--- src/rtl/aes_uart_pkg.sv ---
// ============================================================================
// Module : aes_uart_pkg
// Brief  : Widths and FSM state encoding shared by the AES UART SIPO/PISO.
// Rev    : 1.0  initial release
// ============================================================================
`default_nettype none

package aes_uart_pkg;

  localparam int BLOCK_W = 128;
  localparam int BYTE_W  = 8;
  localparam int N_BYTES = BLOCK_W / BYTE_W;

  localparam logic [0:0] ST_IDLE = 1'b0;
  localparam logic [0:0] ST_SEND = 1'b1;

endpackage

`default_nettype wire

--- src/rtl/aes_piso_tx.sv ---
// ============================================================================
// Module : aes_piso_tx
// Brief  : Serialises one AES block MSB-byte-first onto a valid/ready stream.
// Rev    : 1.0  initial release
// ============================================================================
`default_nettype none

module aes_piso_tx
  import aes_uart_pkg::*;
#(
  parameter int DATA_W = aes_uart_pkg::BLOCK_W,
  parameter int BYTE_W = aes_uart_pkg::BYTE_W
) (
  input  logic              clk,
  input  logic              reset,
  input  logic              load,
  input  logic [DATA_W-1:0] parallel_in,
  input  logic              tx_ready,
  output logic              tx_valid,
  output logic [BYTE_W-1:0] tx_data,
  output logic              busy,
  output logic              done
);

  localparam int N_BYTES = DATA_W / BYTE_W;
  localparam int CNT_W   = (N_BYTES > 1) ? $clog2(N_BYTES) : 1;
  localparam logic [CNT_W-1:0] C_LAST = CNT_W'(N_BYTES - 1);

  logic [0:0]        state_q, state_d;
  logic [DATA_W-1:0] shreg_q, shreg_d;
  logic [CNT_W-1:0]  cnt_q, cnt_d;
  logic              tx_valid_q, tx_valid_d;
  logic              busy_q, busy_d;
  logic              done_q, done_d;
  logic              w_xfer;

  assign w_xfer = tx_valid_q & tx_ready;

  // State and datapath registers
  always_ff @(posedge clk or negedge reset) begin
    if (!reset) begin
      state_q    <= ST_IDLE;
      shreg_q    <= '0;
      cnt_q      <= '0;
      tx_valid_q <= 1'b0;
      busy_q     <= 1'b0;
      done_q     <= 1'b0;
    end else begin
      state_q    <= state_d;
      shreg_q    <= shreg_d;
      cnt_q      <= cnt_d;
      tx_valid_q <= tx_valid_d;
      busy_q     <= busy_d;
      done_q     <= done_d;
    end
  end

  // Next-state logic
  always_comb begin
    state_d = state_q;
    case (state_q)
      ST_IDLE: if (load) state_d = ST_SEND;
      ST_SEND: if (w_xfer && (cnt_q == C_LAST)) state_d = ST_IDLE;
      default: state_d = ST_IDLE;
    endcase
  end

  // Output and datapath next values
  always_comb begin
    shreg_d    = shreg_q;
    cnt_d      = cnt_q;
    tx_valid_d = tx_valid_q;
    busy_d     = busy_q;
    done_d     = 1'b0;
    case (state_q)
      ST_IDLE: begin
        tx_valid_d = 1'b0;
        busy_d     = 1'b0;
        if (load) begin
          shreg_d    = parallel_in;
          cnt_d      = '0;
          tx_valid_d = 1'b1;
          busy_d     = 1'b1;
        end
      end
      ST_SEND: begin
        if (w_xfer) begin
          if (cnt_q == C_LAST) begin
            // Last byte stays in the shifter so tx_data holds it while idle
            tx_valid_d = 1'b0;
            busy_d     = 1'b0;
            done_d     = 1'b1;
          end else begin
            shreg_d = shreg_q << BYTE_W;
            cnt_d   = cnt_q + 1'b1;
          end
        end
      end
      default: begin
        tx_valid_d = 1'b0;
        busy_d     = 1'b0;
      end
    endcase
  end

  assign tx_valid = tx_valid_q;
  assign tx_data  = shreg_q[DATA_W-1 -: BYTE_W];
  assign busy     = busy_q;
  assign done     = done_q;

endmodule

`default_nettype wire

--- config.mk ---
export PLATFORM = sky130hd
export DESIGN_NAME = aes_piso_tx
export DESIGN_NICKNAME = d
export VERILOG_FILES = /design/src/rtl/aes_uart_pkg.sv /design/src/rtl/aes_piso_tx.sv
export SDC_FILE = /design/constraint.sdc
export NUM_CORES = 1
export LEC_CHECK = 0
export BUFFER_PORTS_ARGS = -buffer_cell sky130_fd_sc_hd__buf_2
export CORE_UTILIZATION = 50
export DETAILED_ROUTE_END_ITERATION = 12
export HOLD_SLACK_MARGIN = 0.02
export PLACE_DENSITY = 0.86
export SETUP_SLACK_MARGIN = 0.5
export SLEW_MARGIN = 20
export SYNTH_ARGS = -nofsm -noshare
export SYNTH_HDL_FRONTEND = slang
export SYNTH_SLANG_ARGS = --single-unit
--- constraint.sdc ---
create_clock -name clk -period 3.3 [get_ports clk]
set_clock_uncertainty 0.05 [all_clocks]
set_input_delay 0.165 -clock clk [delete_from_list [all_inputs] [get_ports clk]]
set_output_delay 0.165 -clock clk [all_outputs]
set_load 0.01 [all_outputs]
[Word level (Yosys, flattened, before mapping)]
Cells that the tools add are included.
Word-level totals
  output and inout port bits: 11
  register bits: 135
  input bits: 132
  logic and storage cells: 33
Operators by class
  muxes and demuxes: 17
  reduce and logical (&&, ||, !) cells: 3
  equal/unequal tests: 5
  bitwise gates (word level): 2
  add/subtract/negate cells: 1
Operators by type and width (number)
  $mux W128: 3
  $pmux W128 S2: 1
  $mux W4: 3
  $pmux W4 S2: 1
  $mux W1: 7
  $add A4 B1 Y4 const B: 1
  $eq A4 B4 Y1 const B: 1
  $ne A2 B1 Y1 const B: 2
  $ne A2 B2 Y1 const B: 2
  $pmux W1 S2: 2
  $reduce_and A3 Y1: 1
  $reduce_and A2 Y1: 1
  $and A1 B1 Y1: 1
  $logic_and A1 B1 Y1: 1
  $not A1 Y1: 1

[Longest topological paths before layout]
  depth in word-level cells: 4
  gate-level depth with buffers: 7
  depth with buffers taken out: 4

[Worst setup path before layout]
No wires, ideal clock.
  kind: reg-to-reg
  from: reg state_q
  to: reg shreg_q[48]
  path buffers: 3
  path slack: 1.612 ns
  data arrival time: 1.513 ns
  cell stages (with the launch flop): 6
  cell sequence: dfrtp_1 > buf_4 > buf_6 > clkbuf_1 > mux2_2 > mux2_4
On the way
  longest elaborated chain between the ends: 3
Ends and longest elaborated chain
  from (decl): RTL line aes_piso_tx.sv:29  | logic [0:0] state_q, state_d;
  from (signal assigned): RTL line aes_piso_tx.sv:49  | state_q <= state_d;
  $not A1 Y1
  $ne A2 B2 Y1 (no line)
  $reduce_and A3 Y1 (no line)
  to (signal assigned): RTL line aes_piso_tx.sv:50  | shreg_q <= shreg_d;
  to (decl): RTL line aes_piso_tx.sv:30  | logic [DATA_W-1:0] shreg_q, shreg_d;
Several ways; a longest one is shown, not always the timed one.
A chain may end at the register's enable or synchronous reset.

[Worst setup path in the final report]
  from: reg cnt_q[0]
  to: reg shreg_q[95]
On the way
  longest elaborated chain between the ends: 3
Ends and longest elaborated chain
  from (decl): RTL line aes_piso_tx.sv:31  | logic [CNT_W-1:0] cnt_q, cnt_d;
  from (signal assigned): RTL line aes_piso_tx.sv:51  | cnt_q <= cnt_d;
  $eq A4 B4 Y1: RTL line aes_piso_tx.sv:88  | if (cnt_q == C_LAST) begin
  $ne A2 B2 Y1 (no line)
  $reduce_and A3 Y1 (no line)
No other way between the ends.

==> impl_results.md <==
- Outcome: finished, final reports clean
- Sequential fraction of the synthesis area: roughly 48%
- Unrepaired setup endpoints after global routing: no
- Maximum resistive drop on vdd: 402 uV
- Required time reported for the critical path endpoint: 3550 ps
- Startpoint type of the worst setup path: register
- Via count of the first global-routing pass: approximately 4.4k
- Total power divided by cell area: ~800 mW/mm^2
- Synth Cell Area: 0.00701 sq mm
- Number of levels in the clock H-tree: 4
- Highest net fanout along the worst path: 30
- Synth async-reset ratio: 100%
- Net switching component of the power: 1830 uW
- Cell-by-cell trace of the critical path: ha_1, nand3_1, a21o_4, buf_12, mux2_1
- HPWL Detailed: 9.30 mm
- Slew Limit Fails: 0
- Setup-violating endpoint count in the final report: 0
- Share of power burned in registers: 37.0%
- Post-route core utilization: a little under two thirds
- WL per Instance: 17.5 um
- Post-synthesis cell type count: 23
- Post-route antenna net violation count: 0
- Dominant register cell in the synthesized netlist: sky130_fd_sc_hd__dfrtp_1
- Final routed wirelength across all metal layers: ~14 mm
- First-pass GRT wire length: 22.9 mm
- Critical path class: register to register
- Aggregate global-route resource usage: 20.6%
- Buffers added on ports: 142
- Clock period minus final worst setup slack: approximately 2200 ps
- CTS tree: built
- Final antenna diode count: 0
- Die outline area: 0.0145 sq mm
- Largest cells by area after synthesis: sky130_fd_sc_hd__dfrtp_1, sky130_fd_sc_hd__mux2_4, sky130_fd_sc_hd__mux2_2
- Cell type with the highest aggregate area in the netlist: sky130_fd_sc_hd__dfrtp_1
- Die boundary width: 120 um
- Net Count, Synth: 598
- Gate family responsible for the most delay along the worst path: compound AO/OA/AOI/OAI gates
- Effective utilization at floorplan: between 50 and 60%
- Count of pins on the block boundary: 143
- Final Hold Viols: 0
- Clock buffers created by TritonCTS: 17
- Part of the total power dissipated in combinational logic: a little under a third
- Final standard cell count with taps included and fillers excluded: 795
- Static leakage power: roughly 0.0044 uW
- Number of antenna violations at the first check in global routing: 0
- Area Growth Syn to Fin: 22.3%
- Leading cell type by number of instances after synthesis: sky130_fd_sc_hd__dfrtp_1
- Die Span Y: about 120 um
- Critical Path AT: around 2400 ps
- Pin count of the biggest net entering global routing: 121
- Sort of element at the end of the critical path: register
- Path category of the worst min-delay check: input port to register
- Fmax: 0.456 GHz
- Commonest cells in the netlist: sky130_fd_sc_hd__dfrtp_1, sky130_fd_sc_hd__mux2_2, sky130_fd_sc_hd__mux2_4, sky130_fd_sc_hd__mux2_1, sky130_fd_sc_hd__nand2_1
- Slowest cell on the critical path: sky130_fd_sc_hd__a21o_4
- Net switching fraction of the power: 26.6%
- Maximum Capacitance Violations: 0
- Internal power of the cells: 5070 uW
- Via count normalized by instance count: around 5.2
- Share of the synthesized area in the top cell type: 48.2%
- Floorplan row count: 42
- Core Region: around 0.013 sq mm
- Source-to-sink clock delay at the later pin of the worst-skew pair: 420 ps
- Slowest Stage Delay on Critical Path: a little over 500 ps
- Clock transition at the registers of the reported paths: about 60 ps
- Worst slew margin relative to its limit: 44.5%
- Sink count of the clock tree: between 100 and 150
- Number of remaining DRC errors: 0
- Slew @ Worst Pin: ~830 ps
- Yosys warning total: 0
- Avg Inst Size Synth: 15.1 sq um
- Root buffer cell: sky130_fd_sc_hd__clkbuf_16
- Number of enable flip-flop cells after synthesis: 0
- Gate count of the mapped netlist: 465
- Number of register bits inferred by synthesis: about 140
- Buffer depth of the longest clock path: 2
- Share of power burned in the clock network: 31.5%
- GRT Residual Overflow: 0
- Number of DRC violations after detailed-routing iteration 0: roughly 200
- Placer Congestion: 0.761
- Ratio of cells with drive above 1 in the final layout: 65.8%
- Post-route fraction of the period consumed by the critical path: about two thirds
- Post-Route Setup TNS: 0 ps
- First-pass DRT Iterations: 4
- Hold WS: 45.0 ps
- Vias after detailed routing: 4111
- Final-stage net count: 739
- Number of placed instances, taps included: between 700 and 800
- Total buffers and inverters traversed by the critical path: 1
==> final timing paths <==
check	from	end	slack [ps]	cells past startpoint
setup / recovery	cnt_q[0]$_DFFE_PN0P_	shreg_q[95]$_DFFE_PN0P_	1110	5
min in group asynchronous	reset	shreg_q[48]$_DFFE_PN0P_	330	2
max in group asynchronous	reset	shreg_q[60]$_DFFE_PN0P_	2070	3
hold / removal	parallel_in[99]	shreg_q[99]$_DFFE_PN0P_	40	3
setup reg to reg	cnt_q[0]$_DFFE_PN0P_	shreg_q[95]$_DFFE_PN0P_	1110	5
hold reg to reg	shreg_q[106]$_DFFE_PN0P_	shreg_q[106]$_DFFE_PN0P_	430	1
==> power by group through the flow <==
stage	logic (uW)	registers, uW	clock network, uW
after floorplan	1870	2430	0
after global placement	2090	2530	0
after detailed placement	2160	2560	0
after CTS	2190	2550	2210
after global routing	2330	2620	2280
final	2170	2560	2170
==> placed cells by master, fill, tap and decap left out, types with 2 or more instances in the layout <==
cell type,count
sky130_fd_sc_hd__clkbuf_16,17
sky130_fd_sc_hd__mux2_2,121
sky130_fd_sc_hd__nor3_1,2
sky130_fd_sc_hd__and2_1,2
sky130_fd_sc_hd__dlygate4sd3_1,10
sky130_fd_sc_hd__bufinv_16,6
sky130_fd_sc_hd__nand3_1,4
sky130_fd_sc_hd__dfrtp_1,134
sky130_fd_sc_hd__clkinv_4,2
sky130_fd_sc_hd__buf_12,5
sky130_fd_sc_hd__buf_4,4
sky130_fd_sc_hd__o21ai_1,9
sky130_fd_sc_hd__buf_2,141
sky130_fd_sc_hd__clkbuf_8,2
sky130_fd_sc_hd__nand2_1,18
sky130_fd_sc_hd__mux2_4,100
sky130_fd_sc_hd__mux2_1,20
sky130_fd_sc_hd__a21oi_1,4
sky130_fd_sc_hd__clkinv_2,4
sky130_fd_sc_hd__nor2_1,3
==> through the flow <==
| step | area [sq um] | total power, uW | setup WS, ps |
|---|---|---|---|
| 5_1_grt | 8580 | 7230 | 1020 |
| 3_5_place_dp | 7800 | 4720 | 1120 |
| 4_1_cts | 8580 | 6950 | 1100 |
| 6_report | 8580 | 6900 | 1110 |
| 3_3_place_gp | 7800 | 4620 | 1230 |
| 2_1_floorplan | 7010 | 4300 | 1610 |
==> sequential cells by signal (all words and copies together), names as in the netlist <==
signal and cells:
shreg_q 128, cnt_q 4, done 1, busy 1, state_q 1
==> layer usage <==
layer	vias to the layer above	part of all wire (%)	track usage, %
li1	1937	-	-
met1	2062	48	28.7
met2	96	46	31.3
met3	16	3.9	4.91
met4	0	1.6	7.48
met5	-	0	0
==> worst min-delay path, stage by stage <==
cell and delay (ps):
sky130_fd_sc_hd__buf_2 70, sky130_fd_sc_hd__mux2_2 130, sky130_fd_sc_hd__mux2_1 110
==> area by class of cell <==
type	instances	area, sq um
tap	176	220
fill	995	4870
inverter	1	3.75
timing repair buffer	161	947
multi-input combinational	290	3350
clock buffer	19	453
clock inverter	13	225
sequential	135	3380
==> what timing repair did <==
item                                   CTS  global route
endpoints found under the hold margin   98             0
setup endpoints to repair                0             0
setup buffers                            0             0
hold buffers                            10             0
resized for setup                        0             0
==> logic make-up after synthesis <==
family	Yosys count	share of synthesized area [%]
compound gates	15	1.28
fa+ha+maj	1	0.178
buf+inv	40	4.12
flops	135	48.2
mux	241	44.0
simple gates	33	2.21
No activity file was read; power rests on OpenSTA's default activity.
